--- src/rtl/td4_pkg.sv ---
// Shared definitions for the TD4 execute stage: datapath width, opcodes and
// the source/destination select encodings produced by the decoder.
package td4_pkg;

  localparam int DATA_W = 4;

  localparam logic [3:0] OP_ADD_A  = 4'b0000;
  localparam logic [3:0] OP_MOV_AB = 4'b0001;
  localparam logic [3:0] OP_IN_A   = 4'b0010;
  localparam logic [3:0] OP_MOV_AI = 4'b0011;
  localparam logic [3:0] OP_MOV_BA = 4'b0100;
  localparam logic [3:0] OP_ADD_B  = 4'b0101;
  localparam logic [3:0] OP_IN_B   = 4'b0110;
  localparam logic [3:0] OP_MOV_BI = 4'b0111;
  localparam logic [3:0] OP_OUT_B  = 4'b1001;
  localparam logic [3:0] OP_OUT_I  = 4'b1011;
  localparam logic [3:0] OP_JNC    = 4'b1110;
  localparam logic [3:0] OP_JMP    = 4'b1111;

  typedef enum logic [1:0] {
    SRC_A    = 2'd0,
    SRC_B    = 2'd1,
    SRC_IN   = 2'd2,
    SRC_ZERO = 2'd3
  } src_sel_e;

  typedef enum logic [1:0] {
    DST_A    = 2'd0,
    DST_B    = 2'd1,
    DST_OUT  = 2'd2,
    DST_NONE = 2'd3
  } dst_sel_e;

endpackage

--- src/rtl/td4_decode.sv ---
// Combinational opcode decoder. Undefined opcodes and jumps select a zero
// source with no destination so the adder produces no carry.
module td4_decode
  import td4_pkg::*;
(
  input  logic [3:0] opcode_i,
  output logic [1:0] src_sel_o,
  output logic [1:0] dst_sel_o,
  output logic       use_imm_o,
  output logic       jmp_o,
  output logic       jnc_o
);

  always_comb begin
    src_sel_o = SRC_ZERO;
    dst_sel_o = DST_NONE;
    use_imm_o = 1'b0;
    jmp_o     = 1'b0;
    jnc_o     = 1'b0;
    case (opcode_i)
      OP_ADD_A:  begin src_sel_o = SRC_A;  dst_sel_o = DST_A;   use_imm_o = 1'b1; end
      OP_MOV_AB: begin src_sel_o = SRC_B;  dst_sel_o = DST_A;   end
      OP_IN_A:   begin src_sel_o = SRC_IN; dst_sel_o = DST_A;   end
      OP_MOV_AI: begin                     dst_sel_o = DST_A;   use_imm_o = 1'b1; end
      OP_MOV_BA: begin src_sel_o = SRC_A;  dst_sel_o = DST_B;   end
      OP_ADD_B:  begin src_sel_o = SRC_B;  dst_sel_o = DST_B;   use_imm_o = 1'b1; end
      OP_IN_B:   begin src_sel_o = SRC_IN; dst_sel_o = DST_B;   end
      OP_MOV_BI: begin                     dst_sel_o = DST_B;   use_imm_o = 1'b1; end
      OP_OUT_B:  begin src_sel_o = SRC_B;  dst_sel_o = DST_OUT; end
      OP_OUT_I:  begin                     dst_sel_o = DST_OUT; use_imm_o = 1'b1; end
      OP_JNC:    jnc_o = 1'b1;
      OP_JMP:    begin jmp_o = 1'b1; use_imm_o = 1'b1; end
      default:   ;
    endcase
  end

endmodule

--- src/rtl/td4_exec.sv ---
// TD4 execute stage: source mux, 4-bit adder, A/B/OUT registers, carry flop
// and the PC load request that closes the fetch/execute loop.
module td4_exec
  import td4_pkg::*;
#(
  parameter int DATA_W = 4
) (
  input  logic              clk,
  input  logic              reset,
  input  logic              en,
  input  logic [7:0]        instr,
  input  logic [DATA_W-1:0] in_port,
  output logic              pc_load,
  output logic [DATA_W-1:0] pc_data,
  output logic [DATA_W-1:0] out_port,
  output logic [DATA_W-1:0] a_q,
  output logic [DATA_W-1:0] b_q,
  output logic              carry_q
);

  logic [1:0]        src_sel;
  logic [1:0]        dst_sel;
  logic              use_imm;
  logic              jmp;
  logic              jnc;
  logic [DATA_W-1:0] imm;
  logic [DATA_W-1:0] src;
  logic [DATA_W-1:0] imm_eff;
  logic [DATA_W:0]   sum_d;
  logic [DATA_W-1:0] out_q;

  assign imm = instr[DATA_W-1:0];

  td4_decode u_decode (
    .opcode_i  (instr[7:4]),
    .src_sel_o (src_sel),
    .dst_sel_o (dst_sel),
    .use_imm_o (use_imm),
    .jmp_o     (jmp),
    .jnc_o     (jnc)
  );

  always_comb begin
    src = '0;
    case (src_sel)
      SRC_A:   src = a_q;
      SRC_B:   src = b_q;
      SRC_IN:  src = in_port;
      default: src = '0;
    endcase
  end

  assign imm_eff = use_imm ? imm : '0;
  assign sum_d   = {1'b0, src} + {1'b0, imm_eff};

  // JNC tests the carry left by the previous instruction, before this edge updates it.
  assign pc_load  = en & reset & (jmp | (jnc & ~carry_q));
  assign pc_data  = imm;
  assign out_port = out_q;

  always_ff @(posedge clk) begin
    if (!reset) begin
      a_q     <= '0;
      b_q     <= '0;
      out_q   <= '0;
      carry_q <= 1'b0;
    end else if (en) begin
      carry_q <= sum_d[DATA_W];
      case (dst_sel)
        DST_A:   a_q   <= sum_d[DATA_W-1:0];
        DST_B:   b_q   <= sum_d[DATA_W-1:0];
        DST_OUT: out_q <= sum_d[DATA_W-1:0];
        default: ;
      endcase
    end
  end

endmodule

--- config.mk ---
export PLATFORM = sky130hd
export DESIGN_NAME = td4_exec
export DESIGN_NICKNAME = d
export VERILOG_FILES = /design/src/rtl/td4_pkg.sv /design/src/rtl/td4_decode.sv /design/src/rtl/td4_exec.sv
export SDC_FILE = /design/constraint.sdc
export NUM_CORES = 1
export LEC_CHECK = 0
export ABC_AREA = 1
export CELL_PAD_IN_SITES_DETAIL_PLACEMENT = 0
export CELL_PAD_IN_SITES_GLOBAL_PLACEMENT = 1
export CORE_MARGIN = 3
export CORE_UTILIZATION = 31
export DETAILED_ROUTE_END_ITERATION = 12
export GPL_TIMING_DRIVEN = 0
export PLACE_DENSITY_LB_ADDON = 0.1
export SYNTH_ARGS = -nofsm -noshare
export SYNTH_HDL_FRONTEND = slang
export SYNTH_SLANG_ARGS = --single-unit
--- constraint.sdc ---
create_clock -name clk -period 3.1 [get_ports clk]
set_input_delay 0.62 -clock clk [delete_from_list [all_inputs] [get_ports clk]]
set_output_delay 0.62 -clock clk [all_outputs]
set_load 0.005 [all_outputs]
Word-level counts from Yosys, hierarchy flattened
Index checks and enable logic that the tools add are counted.
Word-level totals
  flip-flop bits (word level): 13
  bits of input ports: 15
  output and inout port bits: 18
Operators by class
  add/subtract/negate cells: 1
  equality and inequality tests: 15
  mux-type cells: 7
  bitwise gates (word level): 5
  reduce and logical (&&, ||, !) cells: 13
Operators with widths (count)
  == test 4 x 3 -> 1 bit, second input constant: 4
  == test 4 bit, second input constant: 4
  case mux 2 bit (3 select lines): 2
  case mux 4 bit (3 select lines): 1
  == test 4 x 2 -> 1 bit, second input constant: 2
  OR reduction 4 bit: 2
  AND reduction 2 bit: 3
  OR reduction 2 bit: 3
  OR reduction 6 bit: 1
  adder 4 x 4 -> 5 bit: 1
  == test 2 x 1 -> 1 bit, second input constant: 2
  == test 2 bit, second input constant: 2
  == test 4 x 1 -> 1 bit, second input constant: 1
  logical NOT 2 bit: 2
  logical NOT 4 bit: 1
  two-way mux 4 bit: 1
  bitwise AND 1 bit: 3
  two-way mux 1 bit: 3
  OR reduction 3 bit: 1
  inverter 1 bit: 1
  bitwise OR 1 bit: 1

Logic depth before layout (Yosys ltp)
Gate-level depths: netlist of run 1.
  depth in word-level cells: 6
  mapped depth: 14
  mapped depth without buffers: 14

Hierarchy
From an unflattened synthesis of run 1, not the netlist that was laid out.
Second synthesis, totals
  cell total of the unflattened synthesis: 133
  area total of the unflattened synthesis: 859.6 um^2
Modules (own cells, without submodules)
  td4_exec: times used 1, cells an instance 117, area an instance 793.3 um^2, sequential area each 260.2 um^2
  td4_decode: times used 1, cells an instance 16, area an instance 66.3 um^2, sequential area each 0.0 um^2

Worst setup path after synthesis of run 1
Ideal clock, no wire load.
  path type: input to register
  start point: input port instr[4]
  end point: register out_q[2], in the netlist out_port[2]
  setup time: 0.113 ns
  data arrival time: 2.040 ns
  setup slack: 0.947 ns
  stages: 12
  buffers on the path: 0
  cell sequence: inv_1 nand2_2 nor2_1 nand2_1 o211ai_1 ha_1 inv_1 fa_1 xor2_1 nand2_1 nand2_1 nor2_1
On the way
  cells in the longest elaborated chain, start to end: 6
Ends and longest elaborated chain
  from (decl): RTL line td4_exec.sv:11  | input logic [7:0] instr,
  == test 4 x 1 -> 1 bit (tied with other cells): RTL line td4_decode.sv:20  | case (opcode_i)
  OR reduction 3 bit (no line) or OR reduction 2 bit (tied branches)
  case mux 2 bit (3 select lines): RTL line td4_decode.sv:20
  == test 2 bit (tied with other cells): RTL line td4_exec.sv:45  | case (src_sel)
  case mux 4 bit (3 select lines): RTL line td4_exec.sv:45
  adder 4 x 4 -> 5 bit: RTL line td4_exec.sv:54  | assign sum_d = {1'b0, src} + {1'b0, imm_eff};
  to (signal assigned): RTL line td4_exec.sv:72  | DST_OUT: out_q <= sum_d[DATA_W-1:0];
  to (decl): RTL line td4_exec.sv:30  | logic [DATA_W-1:0] out_q;
Several ways; a longest one is shown, not always the timed one.
A chain may end at the register's enable or synchronous reset.

Final worst setup path of run 1
  start point: input port instr[7]
  end point: output port pc_load
On the way
  cells in the longest elaborated chain, start to end: 5
Ends and longest elaborated chain
  == test 4 bit: RTL line td4_decode.sv:20
  two-way mux 1 bit: RTL line td4_decode.sv:20
  bitwise AND 1 bit: RTL line td4_exec.sv:57  | assign pc_load = en & reset & (jmp | (jnc & ~carry_q));
  bitwise OR 1 bit (*): RTL line td4_exec.sv:57
  bitwise AND 1 bit (*): RTL line td4_exec.sv:57
  to (decl): RTL line td4_exec.sv:13  | output logic pc_load,
Every way passes the cells marked *; elsewhere a longest branch is shown, timed or not.

==> reports/metrics.cfg, run 1 <==
[pwr]
vdd_drop_max_v=0.000238
power_density_mw_per_mm2=317
power.leakage_nw=0.569

[cts]
clkSinkCount=13
path_clk_slew_ps=90
post_cts_resized=0
numCtsBuffers=3
cts_max_level=1
hold_buffers=0
clkLatencyLatePin_ps=280
clockRootBuffer=clkbuf_4
cts_tree=done
clockBufferDepth=2
cts_setup_buffers=0

[worst_setup_path]
start_kind=input pin
cp.arrival_ps=2150
crit_type=input pin to output port
path_max_fanout=5
cp_data_required_time_ps=2480
endpoint_kind=output port

[sta]
worstMarginPinSlew_ps=369
slew_headroom=0.753
period_needed_ps=2770
rsz0062_at_grt=no
setup_viol=0
period_share=0.894
skew_ps=6.89
worst_slack_ps=330
tns_ps=0
maxSlewViolCount=0
fmax_mhz=361
final_hold_viol_count=0

[drt]
first_pass_iters=5
vias=899
post_drt_wl_per_cell_um=11.4
routed_wl_um=2240
via_per_inst=4.56
drc=0
drt_iter0_markers=31
ant_nets=0

[yosys]
yosysWarnings=0
syn_nets=151
ys_seq_elements=13
async_reset_ff_frac=0
syn_inst=131
synth-edff-count=0
yosys_most_used_dff=dfxtp_1
avgSynthCellArea_um2=6.68
ys_seq_area_frac=0.298
syn_area_um2=875
ys_types=23

[placement]
numPortBuffers=32
finalWeightedCongestion=0.833
place_ws_ps=55.0
dpl.hpwl_um=1840

[grt]
first_global_vias=854
met3_usage=0.0283
overflow=0
grt_max_degree=11
grt_pass1_wl_um=3770
antenna_found_initial=0
busiest_layer=met2
grt.met2_usage=0.221
grtUsageTotal=0.143
gr-usage-met1=0.193

[run]
maxCapViolations=0

[die]
start_util=0.341
die_w_um=59.1
ios=33
rows=18
die_area_mm2=0.00349
core_area_mm2=0.00257
die-height_um=59.1

[layout]
drive_gt1_frac=0.138
antenna_cells=0
final_nets=188
final_common_cell=clkdlybuf4s50_1
nFillCells=281
mostFrequentLayoutCells=clkdlybuf4s50_1, nand2_1, inv_1
syn_to_final_growth_pct=43.9

[run_status]
status=complete, no violations

[worst_hold_path]
min_path_type=register to register

==> critical path: stages <==
cell and delay [ps]:
clkdlybuf4s50_1 630, nand2_1 140, a211oi_1 220, clkdlybuf4s50_1 540
==> worst paths after layout <==
check / start / to / slack, ps / depth (start not counted)
worst max-delay path: instr[7] / pc_load / 330 / 4
worst max register to register: b_q[0] / out_port[1] / 1290 / 8
worst min register to register: b_q[0] / b_q[0] / 480 / 2
worst min-delay path: b_q[0] / b_q[0] / 480 / 2
==> per-stage QoR <==
stage,instances,utilization,hold slack (ps),cell area [um^2],total power [mW]
2_1_floorplan,131,-,460,875,0.240
3_3_place_gp,193,0.480,463,1230,0.297
3_5_place_dp,193,0.480,466,1230,0.297
4_1_cts,197,0.490,481,1260,0.404
5_1_grt,197,0.490,509,1260,0.424
6_report,197,0.490,480,1260,0.400
==> sequential cells by signal, indices dropped and copies added (netlist names) <==
register and count:
a_q 4, b_q 4, out_port 4, carry_q 1
==> logic make-up after synthesis <==
kind of cell | after synthesis | share of synthesized area
compound gates | 25 | 0.162
xor+xnor | 1 | 0.0100
flops | 13 | 0.298
buf+inv | 33 | 0.160
fa+ha+maj | 5 | 0.0801
simple gates | 54 | 0.290
==> area by class of cell <==
class	count	area, um^2	area share
multi-input combinational	85	474	0.377
buffer	5	35.0	0.0278
clock buffer	4	26.3	0.0209
sequential	13	260	0.207
timing repair buffer	32	320	0.254
inverter	28	105	0.0835
tap	30	37.5	0.0298
==> layer usage <==
layer	up-vias	wire length, um
met5	-	0
met4	0	24
met3	4	109
met2	20	1010
met1	396	1100
li1	479	-
==> synth_stat cells (3+ instances only) <==
cell	number	area, um^2
nand2_1	23	86.3
inv_1	21	78.8
nor2_1	15	56.3
dfxtp_1	13	260
a21oi_1	11	55.1
nand3_1	7	35.0
o21ai_0	6	30.0
inv_2	5	18.8
buf_4	4	30.0
ha_1	4	50.1
nor2_2	4	25.0
o211ai_1	3	22.5
o21ai_1	3	15.0
==> report_power, final <==
part / total (mW) / internal (mW) / switching [mW] / leakage (nW)
logic: 0.112 / 0.0583 / 0.0537 / 0.448
clock network: 0.108 / 0.0499 / 0.0578 / 0.0150
registers: 0.180 / 0.175 / 0.00496 / 0.106
Power figures use the tool's default switching activity.
==> run 2: changes to the inputs <==
--- a/config.mk
+++ b/config.mk
@@ -6,6 +6,7 @@
 export NUM_CORES = 1
 export LEC_CHECK = 0
 export ABC_AREA = 1
+export CAP_MARGIN = 20
 export CELL_PAD_IN_SITES_DETAIL_PLACEMENT = 0
 export CELL_PAD_IN_SITES_GLOBAL_PLACEMENT = 1
 export CORE_MARGIN = 3
@@ -13,6 +14,7 @@
 export DETAILED_ROUTE_END_ITERATION = 12
 export GPL_TIMING_DRIVEN = 0
 export PLACE_DENSITY_LB_ADDON = 0.1
+export SLEW_MARGIN = 20
 export SYNTH_ARGS = -nofsm -noshare
 export SYNTH_HDL_FRONTEND = slang
 export SYNTH_SLANG_ARGS = --single-unit
==> results of run 2 <==
The final DEF is identical to that of run 1; final timing and power are the same.
